### src/rtl/rx_frame_sequencer.sv
// Frame-level sequencer for the 802.11a serial receive chain: preamble-run
// detection, SIGNAL-field steering and checking, DATA geometry calculation
// and gating of DATA coded bits toward the deinterleaver/decoder path.
//
// state | meaning
// ------+---------------------------------------------------------------
// HUNT  | counting consecutive accepted '1' coded bits for frame sync
// SIG   | forwarding SIGNAL coded bits, collecting decoded SIGNAL bits
// CHECK | one cycle: validate the SIGNAL word, latch RATE/LENGTH
// CALC  | repeated subtraction of Ndbps to derive Num_Sym/Num_Pads/budget
// DATA  | forwarding DATA coded bits until the coded budget is used up
// DRAIN | waiting for the output stage to deliver the last DATA bit
module rx_frame_sequencer #(
   parameter int SYNC_LEN  = 12,
   parameter int SIG_CODED = 48,
   parameter int MAX_LEN   = 4095
) (
   input  logic        Clk,
   input  logic        Reset,
   input  logic        In_Valid,
   input  logic        x,
   output logic        In_Ready,
   input  logic        Dec_Valid,
   input  logic        Dec_Bit,
   input  logic        Data_Done,
   output logic        Sig_Start,
   output logic        Sig_En,
   output logic        Data_Start,
   output logic        Data_En,
   output logic [3:0]  Rate,
   output logic [11:0] Length,
   output logic [8:0]  Ncbps,
   output logic [7:0]  Ndbps,
   output logic [10:0] Num_Sym,
   output logic [7:0]  Num_Pads,
   output logic        Busy,
   output logic        Frame_Err,
   output logic        Frame_Done
);

   localparam int RUN_W = $clog2(SYNC_LEN + 1);
   localparam int CNT_W = $clog2(SIG_CODED + 1);

   typedef enum logic [2:0] {HUNT, SIG, CHECK, CALC, DATA, DRAIN} state_t;

   state_t       state_q, state_d;
   logic [RUN_W-1:0] run_q, run_d;
   logic [CNT_W-1:0] coded_q, coded_d;
   logic [4:0]   dec_q, dec_d;
   logic [23:0]  sig_word_q, sig_word_d;
   logic [3:0]   rate_q, rate_d;
   logic [11:0]  length_q, length_d;
   logic [8:0]   ncbps_q, ncbps_d;
   logic [7:0]   ndbps_q, ndbps_d;
   logic [10:0]  num_sym_q, num_sym_d;
   logic [7:0]   num_pads_q, num_pads_d;
   logic [15:0]  rem_q, rem_d;
   logic [19:0]  budget_q, budget_d;
   logic         sig_start_q, sig_start_d;
   logic         data_start_q, data_start_d;
   logic         frame_err_q, frame_err_d;
   logic         frame_done_q, frame_done_d;

   logic         ready_raw;
   logic         xfer;
   logic [3:0]   sig_rate;
   logic [11:0]  sig_length;
   logic         rate_ok;
   logic [8:0]   tab_ncbps;
   logic [7:0]   tab_ndbps;
   logic         sig_ok;

   // R1 is transmitted first and lands in sig_word bit 0, but is reported as Rate[3]
   assign sig_rate   = {sig_word_q[0], sig_word_q[1], sig_word_q[2], sig_word_q[3]};
   assign sig_length = sig_word_q[16:5];

   // rate table lookup for the collected SIGNAL word
   always_comb begin
      rate_ok   = 1'b1;
      tab_ncbps = 9'd0;
      tab_ndbps = 8'd0;
      case (sig_rate)
         4'b1101: begin tab_ncbps = 9'd48;  tab_ndbps = 8'd24;  end
         4'b1111: begin tab_ncbps = 9'd48;  tab_ndbps = 8'd36;  end
         4'b0101: begin tab_ncbps = 9'd96;  tab_ndbps = 8'd48;  end
         4'b0111: begin tab_ncbps = 9'd96;  tab_ndbps = 8'd72;  end
         4'b1001: begin tab_ncbps = 9'd192; tab_ndbps = 8'd96;  end
         4'b1011: begin tab_ncbps = 9'd192; tab_ndbps = 8'd144; end
         4'b0001: begin tab_ncbps = 9'd288; tab_ndbps = 8'd192; end
         4'b0011: begin tab_ncbps = 9'd288; tab_ndbps = 8'd216; end
         default: rate_ok = 1'b0;
      endcase
   end

   assign sig_ok = rate_ok && !sig_word_q[4] && !(^sig_word_q[17:0]) &&
                   (sig_word_q[23:18] == 6'd0) && (sig_length != 12'd0) &&
                   (int'(sig_length) <= MAX_LEN);

   // input handshake; held low while reset is asserted
   always_comb begin
      ready_raw = 1'b0;
      case (state_q)
         HUNT:    ready_raw = 1'b1;
         SIG:     ready_raw = (coded_q != CNT_W'(SIG_CODED));
         DATA:    ready_raw = 1'b1;
         default: ready_raw = 1'b0;
      endcase
   end

   assign In_Ready = ready_raw & Reset;
   assign xfer     = In_Valid & In_Ready;
   assign Sig_En   = xfer & (state_q == SIG);
   assign Data_En  = xfer & (state_q == DATA);

   // next-state and datapath updates
   always_comb begin
      state_d      = state_q;
      run_d        = run_q;
      coded_d      = coded_q;
      dec_d        = dec_q;
      sig_word_d   = sig_word_q;
      rate_d       = rate_q;
      length_d     = length_q;
      ncbps_d      = ncbps_q;
      ndbps_d      = ndbps_q;
      num_sym_d    = num_sym_q;
      num_pads_d   = num_pads_q;
      rem_d        = rem_q;
      budget_d     = budget_q;
      sig_start_d  = 1'b0;
      data_start_d = 1'b0;
      frame_err_d  = 1'b0;
      frame_done_d = 1'b0;
      case (state_q)
         HUNT: begin
            if (xfer) begin
               if (x) begin
                  if (run_q == RUN_W'(SYNC_LEN - 1)) begin
                     state_d     = SIG;
                     run_d       = '0;
                     coded_d     = '0;
                     dec_d       = 5'd0;
                     sig_start_d = 1'b1;
                  end else begin
                     run_d = run_q + 1'b1;
                  end
               end else begin
                  run_d = '0;
               end
            end
         end
         SIG: begin
            if (xfer) coded_d = coded_q + 1'b1;
            // the decoder cannot have output before it has been started
            if (Dec_Valid && !sig_start_q) begin
               sig_word_d = {Dec_Bit, sig_word_q[23:1]};
               dec_d      = dec_q + 5'd1;
               if (dec_q == 5'd23) state_d = CHECK;
            end
         end
         CHECK: begin
            rate_d   = sig_rate;
            length_d = sig_length;
            if (sig_ok) begin
               ncbps_d    = tab_ncbps;
               ndbps_d    = tab_ndbps;
               num_sym_d  = 11'd0;
               num_pads_d = 8'd0;
               rem_d      = 16'd22 + {1'b0, sig_length, 3'b000};
               budget_d   = 20'd0;
               state_d    = CALC;
            end else begin
               frame_err_d = 1'b1;
               run_d       = '0;
               state_d     = HUNT;
            end
         end
         CALC: begin
            num_sym_d = num_sym_q + 11'd1;
            budget_d  = budget_q + 20'(ncbps_q);
            if (rem_q > 16'(ndbps_q)) begin
               rem_d = rem_q - 16'(ndbps_q);
            end else begin
               // rem_q <= Ndbps here, so it fits in 8 bits
               num_pads_d   = ndbps_q - rem_q[7:0];
               data_start_d = 1'b1;
               state_d      = DATA;
            end
         end
         DATA: begin
            if (xfer) begin
               budget_d = budget_q - 20'd1;
               if (budget_q == 20'd1) state_d = DRAIN;
            end
         end
         DRAIN: begin
            if (Data_Done) begin
               frame_done_d = 1'b1;
               state_d      = HUNT;
            end
         end
         default: state_d = HUNT;
      endcase
   end

   // state and datapath registers
   always_ff @(posedge Clk or negedge Reset) begin
      if (!Reset) begin
         state_q      <= HUNT;
         run_q        <= '0;
         coded_q      <= '0;
         dec_q        <= 5'd0;
         sig_word_q   <= 24'd0;
         rate_q       <= 4'd0;
         length_q     <= 12'd0;
         ncbps_q      <= 9'd0;
         ndbps_q      <= 8'd0;
         num_sym_q    <= 11'd0;
         num_pads_q   <= 8'd0;
         rem_q        <= 16'd0;
         budget_q     <= 20'd0;
         sig_start_q  <= 1'b0;
         data_start_q <= 1'b0;
         frame_err_q  <= 1'b0;
         frame_done_q <= 1'b0;
      end else begin
         state_q      <= state_d;
         run_q        <= run_d;
         coded_q      <= coded_d;
         dec_q        <= dec_d;
         sig_word_q   <= sig_word_d;
         rate_q       <= rate_d;
         length_q     <= length_d;
         ncbps_q      <= ncbps_d;
         ndbps_q      <= ndbps_d;
         num_sym_q    <= num_sym_d;
         num_pads_q   <= num_pads_d;
         rem_q        <= rem_d;
         budget_q     <= budget_d;
         sig_start_q  <= sig_start_d;
         data_start_q <= data_start_d;
         frame_err_q  <= frame_err_d;
         frame_done_q <= frame_done_d;
      end
   end

   assign Sig_Start  = sig_start_q;
   assign Data_Start = data_start_q;
   assign Frame_Err  = frame_err_q;
   assign Frame_Done = frame_done_q;
   assign Rate       = rate_q;
   assign Length     = length_q;
   assign Ncbps      = ncbps_q;
   assign Ndbps      = ndbps_q;
   assign Num_Sym    = num_sym_q;
   assign Num_Pads   = num_pads_q;
   assign Busy       = (state_q != HUNT);

endmodule

### config.mk
export PLATFORM = sky130hd
export DESIGN_NAME = rx_frame_sequencer
export DESIGN_NICKNAME = d
export VERILOG_FILES = /design/src/rtl/rx_frame_sequencer.sv
export SDC_FILE = /design/constraint.sdc
export NUM_CORES = 1
export LEC_CHECK = 0
export ABC_AREA = 0
export BUFFER_PORTS_ARGS = -buffer_cell sky130_fd_sc_hd__buf_2
export CORE_MARGIN = 2
export CORE_UTILIZATION = 62
export CTS_BUF_LIST = sky130_fd_sc_hd__clkbuf_8
export DETAILED_ROUTE_END_ITERATION = 10
export PLACE_DENSITY = 0.82
export SYNTH_ARGS = -nofsm -noshare
export SYNTH_HDL_FRONTEND = slang
export SYNTH_SLANG_ARGS = --single-unit
### constraint.sdc
create_clock -name Clk -period 3 [get_ports Clk]
set_input_delay 0.15 -clock Clk [delete_from_list [all_inputs] [get_ports Clk]]
set_output_delay 0.15 -clock Clk [all_outputs]
set_load 0.1 [all_outputs]
### Word-level counts from Yosys, hierarchy flattened

Index checks and enable logic that the tools add are counted.

* input port bits: 7
* ROM bits: 0
* memories: 0
* bits in registers: 134
* bits in latches: 0
* bits in writable memories: 0
* word-level logic and storage cells: 145

* reduce and logical (&&, ||, !) cells: 33
* eq/ne operators: 30
* divide/modulo/power cells: 0
* add/subtract/negate cells: 9
* magnitude comparators: 1
* multiply operators: 0
* bitwise logic cells: 4
* multiplexer cells: 51
* shift operators: 0

Operators with widths (count)
* 8-bit case mux with 8 select lines: 1
* 20-bit case mux with 3 select lines: 1
* 20-bit two-way mux: 2
* 9-bit case mux with 4 select lines: 1
* 16-bit two-way mux: 2
* 16-bit case mux with 2 select lines: 1
* 3-bit two-way mux: 9
* 6-bit two-way mux: 4
* 11-bit case mux with 2 select lines: 1
* 20-bit by 9-bit adder with 20-bit output: 1
* 20-bit by 1-bit == test with 1-bit output, second input constant: 1
* 4-bit == test, second input constant: 5
* 5-bit two-way mux: 4
* 2-bit inequality test, second input constant: 10
* 20-bit by 1-bit subtractor with 20-bit output, second input constant: 1
* 3-bit case mux with 6 select lines: 1
* 18-bit parity: 1
* 5-bit by 15-bit adder with 16-bit output, first input constant: 1
* 16-bit by 8-bit greater-than comparator with 1-bit output: 1
* 4-bit two-way mux: 4
* 8-bit two-way mux: 2
* 8-bit case mux with 2 select lines: 1
* 16-bit by 8-bit subtractor with 16-bit output: 1
* 6-bit case mux with 2 select lines: 1
* other kinds (34): 71

### Depth between registers and ports, before layout

Gate-level depths: netlist of the first run.

* word-level depth: 9
* mapped depth: 11
* mapped depth without buffers: 10

### Worst setup path before layout of the first run

OpenSTA, ideal clock, no wires.

* kind: reg2reg
* start: reg ndbps_q[4], in the netlist Ndbps[4]
* end: reg rem_q[5]
* period minus slack after synthesis: 2939 ps
* required time: 2875 ps
* library setup time: 125 ps
* path slack: 61 ps
* cell stages (with the launch flop): 11
* data arrival time: 2815 ps
* path through: dfrtp_1 > inv_1 > ha_1 > clkbuf_1 > and4_1 > a21oi_1 > o21a_1 > a21bo_2 > buf_4 > nand2_2 > mux2_2

* word-level cells in the longest chain between the ends: 3
* elaborated cells between the ends (all ways): 6
* those cells by class: 1 x add/sub; 1 x order compare; 1 x eq/ne; 2 x mux; 1 x reduce/logical

Ends and longest elaborated chain
* from (decl): line 54 `logic [7:0] ndbps_q, ndbps_d;`
* from (signal assigned): line 235 `ndbps_q <= ndbps_d;`
* 16-bit by 8-bit subtractor with 16-bit output / 16-bit by 8-bit greater-than comparator with 1-bit output (equally long branches): line 182, 181
* 16-bit two-way mux / 2-bit inequality test (equally long branches)
* 16-bit case mux with 2 select lines / 3-bit AND reduction (equally long branches)
* to (signal assigned): line 238 `rem_q <= rem_d;`
* to (decl): line 57 `logic [15:0] rem_q, rem_d;`

Several ways; a longest one is shown, not always the timed one. The select of a mux whose other input is x is not followed.
A chain may end at the register's enable or synchronous reset.

### Worst setup path after layout of the first run

* start: reg sig_word_q[12]
* end: reg budget_q[5]

* word-level cells in the longest chain between the ends: 7
* elaborated cells between the ends (all ways): 8
* those cells by class: 1 x eq/ne; 7 x reduce/logical

Ends and longest elaborated chain
* from (decl): line 50 `logic [23:0] sig_word_q, sig_word_d;`
* from (signal assigned): line 231 `sig_word_q <= sig_word_d;`
* 18-bit parity: line 95 `assign sig_ok = rate_ok && !sig_word_q[4] && !(^sig_word_q[17:0]) &&`
* 1-bit logical NOT: line 95
* 1-bit logical AND (2 in series): line 95
* 1-bit logical AND (*): line 96 `(sig_word_q[23:18] == 6'd0) && (sig_length != 12'd0) &&`
* 2-bit inequality test (no line) (*)
* 3-bit AND reduction (no line) (*)
* to (signal assigned): line 239 `budget_q <= budget_d;`
* to (decl): line 58 `logic [19:0] budget_q, budget_d;`

Every way passes the cells marked *; elsewhere a longest branch is shown, timed or not.

==> metrics, run 1 <==
iteration-0 DRC count of the detailed router=548; final setup fails=0; Simple-Gate Fraction of Synth Area=0.209; static leakage=4.02 nW; FMAX=0.362 GHz; CTS clock-pin slew for the worst setup and hold paths=0.08 ns; Post-synth EDFFs=0; routed vias=6,585; worst hold-check path type=in -> async; Finished Cell Area=8420 um2; utilization after layout=0.701; Worst Path Arrival=3.10 ns; Crit Path Max Fanout=17; Detailed Routing Iterations Pass 1=5; Critical R2R Capture=budget_q[5]; area grow syn2layout=9.95%; Residual DRC=0; synthesis-stage register bit count=127; Num CTS Buffers=17; Cell Area, Placed=8010 um2; vias in the first global route=6,160; Synth Area per Inst=9.04 um2; status=finished, final reports clean; Final min period=2.76 ns; post-synthesis adder-cell area fraction=0.0634; FF-to-FF Start=sig_word_q[12]; GRT overflow=0; Final Hold Viols=0; die area=13,300 um2; Core Area=12,000 um2; PortBufs=60; WL per Instance=17.4 um; internal power=0.00318 W; clock tree sinks=127; R2R depth=7; share of cells above drive strength 1=0.159; max_slew headroom=0.454; Vert. Die Dim=115 um; kind of critical path=reg -> reg; cell accounting for the most synthesized area=dfrtp_1; sequential power share=0.386; # rows=40; global-route wire length before repair=30,400 um; Final nets=943; Setup crit start kind=flip-flop; Max VDD drop=1040 uV; Synth Cell Area=7660 um2; routability congestion estimate=0.913; crit end category=flip-flop; die width=115 um; cts repair resizes=0; most common cell after layout, fill and taps aside=nand2_1; fill count=918; initial antenna violation count=0; H-tree depth=4; most frequent cells in the layout=nand2_1 (164), dfrtp_1 (127), o21ai_0 (60); Pins Over Slew Limit=0; largest family of logic cells by synthesized area=simple AND/OR/NAND/NOR gates; Gate power share=0.370; vias per cell=6.22; sequential fraction of the synthesis area=0.415; Worst Tran Pin Value=0.819 ns; ratio of final minimum period to clock period=0.921; worst path required time=3.34 ns; Final Power=0.00567 W; Starting Density=0.638; Routed Antenna Nets=0; multi-input combinational cell area=4110 um2; Ant. Diodes=0; unrepaired setup endpoints after global routing=no; setup TNS=0 ns; xor and xnor area share after synthesis=0.0477; Yosys top cell area share=0.415; yosys warns=0; Max Cap Viol=0; top post-synthesis cells by area=dfrtp_1 (41%), nand2_1 (8.0%), ha_1 (5.6%); # IOs=67; Synth Flop Type=dfrtp_1; count of cell types in the netlist=86; CTS max path bufs=2; Fin Hold WS=0.0894 ns; mux contribution to synthesized area=0.0111; Routed WL=18,500 um; Synth Instances=847; largest net degree at the start of global routing=65; sw frac=0.439; Reg2Reg Setup Slack=0.24 ns; overall routing resource usage=0.294; PwrDens=673 nW/um2; CTS tree=done; clock share of power=0.244; Root Buffer=clkbuf_8; Clock Latency Late Sink=0.46 ns; Layout Skew=0.0140 ns; Net Switching=0.00249 W; DPL Wire Length=13,100 um; Reg area=3180 um2; post-synthesis async set-or-reset flop share=1.00; complex-gate fraction of the synthesized area=0.201
## power groups by stage
| stage | Clock (W) | Combinational [W] | Sequential, W |
|---|---|---|---|
| 2_1_floorplan | 0 | 0.00149 | 0.00235 |
| 3_3_place_gp | 0 | 0.00201 | 0.00220 |
| 3_5_place_dp | 0 | 0.00207 | 0.00221 |
| 4_1_cts | 0.00141 | 0.00209 | 0.00218 |
| 5_1_grt | 0.00148 | 0.00228 | 0.00223 |
| 6_report | 0.00138 | 0.00210 | 0.00219 |
## worst max path at each step
stage / start / end / slack, ns / depth (start not counted)
3_5_place_dp: sig_word_q[12] / budget_q[4] / 0.27 / 7
2_1_floorplan: Ndbps[4] / rem_q[5] / 0.06 / 10
6_report: sig_word_q[12] / budget_q[5] / 0.24 / 7
5_1_grt: sig_word_q[1] / budget_q[5] / 0.09 / 8
4_1_cts: sig_word_q[12] / budget_q[5] / 0.25 / 7
3_3_place_gp: sig_word_q[12] / budget_q[5] / 0.32 / 7
## critical path, cell delays in order (launching register included)
cell     delay [ns]
dfrtp_1        0.47
ha_1           0.35
xor2_1         0.16
xnor2_1        0.16
xnor3_2        0.50
a21oi_4        0.38
a21oi_4        0.27
a221o_1        0.34
## stage by stage
stage,setup slack (ns),std cells
6_report,0.238,1059
5_1_grt,0.0945,1059
4_1_cts,0.250,1059
3_5_place_dp,0.267,1023
3_3_place_gp,0.319,1023
2_1_floorplan,0.0607,852
## metal layers
layer / vias up / global-route usage / part of all wire
met4: 0 / 0.0996 / 0.018
met3: 31 / 0.0785 / 0.065
met5: - / 0 / 0
met2: 264 / 0.463 / 0.47
li1: 3102 / - / -
met1: 3188 / 0.396 / 0.44
## synth_stat cells (6+ instances only)
master / count
nand2_1: 164
dfrtp_1: 127
o21ai_0: 60
nor2_1: 43
a21oi_1: 41
ha_1: 34
inv_1: 32
nand3_1: 31
clkbuf_1: 27
xor2_1: 20
nor3_1: 17
a31oi_1: 15
xnor2_1: 14
nand4_1: 10
o31ai_1: 10
a21o_1: 9
and3_1: 9
buf_4: 9
or3_1: 8
o21a_1: 7
o32ai_1: 7
a211oi_1: 6
buf_2: 6
nor4_1: 6
o2bb2ai_1: 6
## sequential cells by signal (all words and copies together), names as in the netlist
register,cells
sig_word_q,24
Ncbps,5
Frame_Err,1
run_q,4
budget_q,20
dec_q,5
coded_q,6
Frame_Done,1
Data_Start,1
Num_Pads,8
state_q,3
rem_q,15
Rate,4
Ndbps,6
Num_Sym,11
Length,12
Sig_Start,1
## timing repair
item | CTS | global route
hold endpoints to repair | 18 | 0
buffers inserted | 0 | 0
hold buffers | 4 | 0
## cells by family (layout without fill, tap and decap cells)
kind of cell | Yosys count | count (layout)
AND/OR/NAND/NOR | 334 | 334
AO/OA/AOI/OAI | 221 | 221
flip-flops | 127 | 127
buffers and inverters | 82 | 142
adder cells (fa/ha/maj) | 37 | 37
XOR/XNOR | 37 | 37
multiplexers | 8 | 8
other | 1 | 6
## cell type report
type,count,share of cell area
Clock buffer,21,0.0343
Tap cell,147,0.0218
Timing Repair Buffer,78,0.0550
Inverter,32,0.0143
Multi-Input combinational cell,643,0.487
Clock inverter,11,0.00981
Sequential cell,127,0.377
Note: power is estimated with default switching activity, not from simulation.
==> inputs of run 2 (changes only) <==
REMOVE_ABC_BUFFERS = 1   (was not set)
==> run 2 against run 1 <==
  * Via count is 2.1% higher
  * Critical path depth stayed put
  * Sequential cell count stayed put
  * Count of clock-buffer cells in the layout is 3 lower
  * First-iteration DRC count is 21% lower
  * Register-to-register slack worse by 0.03 ns
  * Global-route usage is 0.66 points higher
  * Largest power group unchanged
  * Highest routed layer unchanged
  * Largest cell class unchanged
  * Combinational power is 2% higher
  * Die area stayed put
  * Worst hold slack worse by 0.045 ns
  * Setup slack worse by 0.026 ns
  * Power is 5.1% higher
==> metrics, run 2 (synthesis results as in run 1) <==
die area=13,300 um2; slowest CP cell=xnor3_2; PortBufs=60; largest net degree at the start of global routing=72; CTS clock-pin slew for the worst setup and hold paths=0.07 ns; CTS tree=done; Root Buffer=clkbuf_8; clock tree sinks=127; Critical Path, Cell by Cell=ha_1 > xor2_1 > xnor2_1 > xnor3_2 > a21oi_4 > a21oi_4 > a221o_1; H-tree depth=4; routed vias=6,726; Net Switching=0.00251 W; Final min period=2.79 ns; unrepaired setup endpoints after global routing=no; Final Hold Viols=0; initial antenna violation count=0; Worst Path Arrival=3.13 ns; max reg flops=24; Num CTS Buffers=17; worst path required time=3.34 ns; max_slew headroom=0.374; routability congestion estimate=0.930; Most common cell on crit path=a21oi_4; GRT overflow=0; vias per cell=6.36; Setup crit start kind=flip-flop; fill count=925; clock share of power=0.275; Layout Skew=0.0152 ns; Residual DRC=0; vias in the first global route=6,319; most common cell after layout, fill and taps aside=nand2_1; Setup Buffers After CTS=0; Core Area=12,000 um2; internal power=0.00345 W; DPL Wire Length=13,300 um; iteration-0 DRC count of the detailed router=432; sequential power share=0.366; crit end category=flip-flop; Max VDD drop=722 uV; Clock Latency Late Sink=0.46 ns; Fin Hold WS=0.0440 ns; static leakage=4.05 nW; Gate power share=0.359; ratio of final minimum period to clock period=0.929; Starting Density=0.638; share of cells above drive strength 1=0.159; FMAX=0.359 GHz; kind of critical path=reg -> reg; Max Cap Viol=0; # rows=40; status=finished, final reports clean; setup TNS=0 ns; cts repair resizes=0; Routed WL=19,000 um; area grow syn2layout=10.7%; CTS max path bufs=2; Final nets=941; die width=115 um; sw frac=0.421; Pins Over Slew Limit=0; Ant. Diodes=0; WL per Instance=18.0 um; global-route wire length before repair=31,400 um; worst hold-check path type=in -> reg; # IOs=67; overall routing resource usage=0.300; Detailed Routing Iterations Pass 1=5; Crit Path Max Fanout=17; Worst Tran Pin Value=0.939 ns; CP max stage delay=0.51 ns; Vert. Die Dim=115 um; final setup fails=0; biggest regs=sig_word_q x24, budget_q x20, rem_q x15; Routed Antenna Nets=0; most frequent cells in the layout=nand2_1 (164), dfrtp_1 (127), o21ai_0 (60); Biggest register=sig_word_q; PwrDens=702 nW/um2
run 2: cell count changes in the layout (fill, tap and decap cells not counted), moves of 2 or more:
cell / before / now
buf_4: 15 / 13
clkinvlp_4: 7 / 5
clkbuf_8: 21 / 18
bufinv_16: 0 / 4
clkinv_2: 0 / 3
run 2: layout make-up:
| class | instances | area [um2] | area share |
|---|---|---|---|
| clock buffers | 18 | 248 | 0.0292 |
| well taps | 147 | 184 | 0.0217 |
| inverters | 32 | 120 | 0.0142 |
| flip-flops and latches | 127 | 3180 | 0.375 |
| repair buffers | 76 | 458 | 0.0540 |
| clock inverters | 14 | 190 | 0.0224 |
| multi-input cells | 643 | 4110 | 0.484 |
run 2: final timing paths:
kind	startpoint	endpoint	slack, ns	cells past startpoint
worst max-delay path	sig_word_q[13]	budget_q[4]	0.21	7
worst min-delay path	x	run_q[1]	0.04	3
worst max register to register	sig_word_q[13]	budget_q[4]	0.21	7
worst min register to register	Num_Sym[10]	Num_Sym[10]	0.47	1
max in group asynchronous	Reset	rem_q[5]	1.71	3
min in group asynchronous	Reset	budget_q[15]	0.09	2
run 2: through the flow:
step           instances  setup slack [ns]  area (um2)  utilization  power, W
2_1_floorplan        802            -0.378        7400            -   0.00373
3_3_place_gp        1022             0.329        8020        0.667   0.00422
3_5_place_dp        1022             0.229        8020        0.667   0.00431
4_1_cts             1057             0.212        8480        0.706   0.00596
5_1_grt             1057            0.0561        8480        0.706   0.00627
6_report            1057             0.212        8480        0.706   0.00596
run 2: power by group through the flow:
stage	registers [W]	clock network (W)	logic [W]
3_5_place_dp	0.00221	0	0.00211
2_1_floorplan	0.00240	0	0.00132
3_3_place_gp	0.00218	0	0.00204
5_1_grt	0.00221	0.00175	0.00231
6_report	0.00218	0.00164	0.00214
4_1_cts	0.00217	0.00167	0.00212
run 2: what timing repair did:
item,4_1_cts,5_1_grt
setup endpoints to repair,0,0
hold buffers,3,0
hold endpoints to repair,58,0
run 2: routing by layer:
layer | wire, um | vias to the layer above | part of all wire | global-route usage
li1 | - | 3097 | - | -
met1 | 8250 | 3279 | 0.43 | 0.414
met2 | 8980 | 304 | 0.47 | 0.478
met3 | 1280 | 46 | 0.068 | 0.0506
met4 | 480 | 0 | 0.025 | 0.118
met5 | 0 | - | 0 | 0
run 2: critical path, delay by kind of cell (launching register included):
kind                     cells  cell delay [ns]
adder cells (fa/ha/maj)      1             0.34
flip-flops                   1             0.47
AO/OA/AOI/OAI                3             0.99
XOR/XNOR                     3             0.86
==> inputs of run 3 (changes only) <==
clock period = 2.8 ns   (was 3 ns; I/O delays follow)
==> run 3 against run 2 <==
  * Clock power about the same
  * Global-route usage increased by 0.072 points
  * Core utilization is 0.42 points higher
  * Sequential power up 7%
  * Count of clock-buffer cells in the layout rose by 1
  * Routed wire length is 0.55% lower
  * Worst hold slack gained 0.23 ns
  * Register-to-register slack worse by 0.09 ns
  * First-iteration DRC count grew 20%
  * Largest cell class unchanged
  * Highest routed layer unchanged
==> metrics, run 3 (synthesis results as in run 1) <==
status=finished, final reports clean; clock tree sinks=127; iteration-0 DRC count of the detailed router=517; most common cell after layout, fill and taps aside=nand2_1; CTS clock-pin slew for the worst setup and hold paths=0.07 ns; Starting Density=0.638; unrepaired setup endpoints after global routing=yes; Clock Latency Late Sink=0.45 ns; cts repair resizes=0; Layout Cells excl Fill=1,069; Layout Skew=0.0102 ns; Crit Path Max Fanout=14; final setup fails=0; DPL Wire Length=13,300 um; GRT overflow=0; crit end category=flip-flop; Final nets=953; Final Hold Viols=0; routed vias=6,689; share of cells above drive strength 1=0.167; Num CTS Buffers=17; CTS tree=done; Routed Antenna Nets=0; kind of critical path=reg -> reg; PwrDens=735 nW/um2; die width=115 um; utilization after layout=0.710; max_slew headroom=0.281; Worst Tran Pin Value=1.08 ns; # rows=40; Detailed Routing Iterations Pass 1=6; static leakage=4.11 nW; global-route wire length before repair=31,400 um; vias per cell=6.26; Biggest register=sig_word_q; WL per Instance=17.7 um; Max Cap Viol=0; die area=13,300 um2; Max VDD drop=870 uV; most frequent cells in the layout=nand2_1 (164), dfrtp_1 (127), o21ai_0 (60); worst hold-check path type=in -> reg; biggest regs=sig_word_q x24, budget_q x20, rem_q x15; Core Area=12,000 um2; initial antenna violation count=0; Pins Over Slew Limit=0; setup TNS=0 ns; overall routing resource usage=0.301; CP max stage delay=0.52 ns; max reg flops=24; Vert. Die Dim=115 um; Final min period=2.68 ns; routability congestion estimate=0.961; # IOs=67; Post-Place Cells=1,033; Routed WL=18,900 um; Worst Path Arrival=3.00 ns; vias in the first global route=6,415; Critical Path, Cell by Cell=inv_1 > ha_1 > xor2_1 > xnor2_1 > xnor3_2 > a21oi_4 > a21oi_4 > buf_4 > a31oi_4; slowest CP cell=a21oi_4; ratio of final minimum period to clock period=0.956; Residual DRC=0; Ant. Diodes=0; Most common cell on crit path=a21oi_4; CTS max path bufs=2; FMAX=0.374 GHz; PortBufs=60; Root Buffer=clkbuf_8; largest net degree at the start of global routing=86; Setup crit start kind=flip-flop; H-tree depth=4; area grow syn2layout=11.4%; Setup Buffers After CTS=0; worst path required time=3.12 ns; Final Power=0.00627 W
-- run 3: power breakdown --
| part | switching (W) | leakage [nW] | internal [W] | total, W |
|---|---|---|---|---|
| combinational | 0.00163 | 2.18 | 0.000673 | 0.00230 |
| clock | 0.000724 | 0.214 | 0.000913 | 0.00164 |
| sequential | 0.000281 | 1.72 | 0.00205 | 0.00233 |
-- run 3: path summary, 6_finish.rpt --
kind	start	end	slack, ns	cells past startpoint
worst max-delay path	sig_word_q[1]	budget_q[14]	0.12	9
worst min-delay path	In_Valid	budget_q[1]	0.27	4
worst max register to register	sig_word_q[1]	budget_q[14]	0.12	9
worst min register to register	Num_Sym[10]	Num_Sym[10]	0.47	1
max in group asynchronous	Reset	Num_Sym[7]	1.46	3
min in group asynchronous	Reset	rem_q[8]	0.42	3
-- run 3: final cells by class --
type	count	area, um2
fill	920	3480
tap	147	184
inverter	32	120
multi-input combinational	643	4110
timing repair buffer	88	538
clock buffer	19	262
clock inverter	13	146
sequential	127	3180
-- run 3: metrics by stage --
step           instance area [um2]  hold slack (ns)  worst slack (ns)
6_report                      8530            0.273             0.124
5_1_grt                       8530            0.307         -0.000762
4_1_cts                       8530            0.246             0.163
3_5_place_dp                  8090            0.281             0.176
3_3_place_gp                  8090            0.277             0.267
2_1_floorplan                 7400           -0.156            -0.578
-- run 3: per-layer routing --
metal / vias to the layer above / global-route usage / routed length [um] / part of all wire
met2: 289 / 0.471 / 8950 / 0.47
met3: 42 / 0.0527 / 1290 / 0.068
met1: 3229 / 0.415 / 8150 / 0.43
met5: - / 0 / 0 / 0
li1: 3129 / - / - / -
met4: 0 / 0.133 / 510 / 0.027
-- run 3: worst max-delay path, delay by kind of cell (launching register included) --
family                     cells  cell delay [ns]
xor gates and xnor gates       3             0.77
DFF                            1             0.42
AOI/OAI and AO/OA              3             0.70
adders and majority gates      1             0.26
buffers and inverters          2             0.41
-- run 3: what timing repair did --
action | in CTS | in global routing
hold buffers | 4 | 0
endpoints found under the hold margin | 46 | 0
endpoints found under the setup margin | 0 | 1
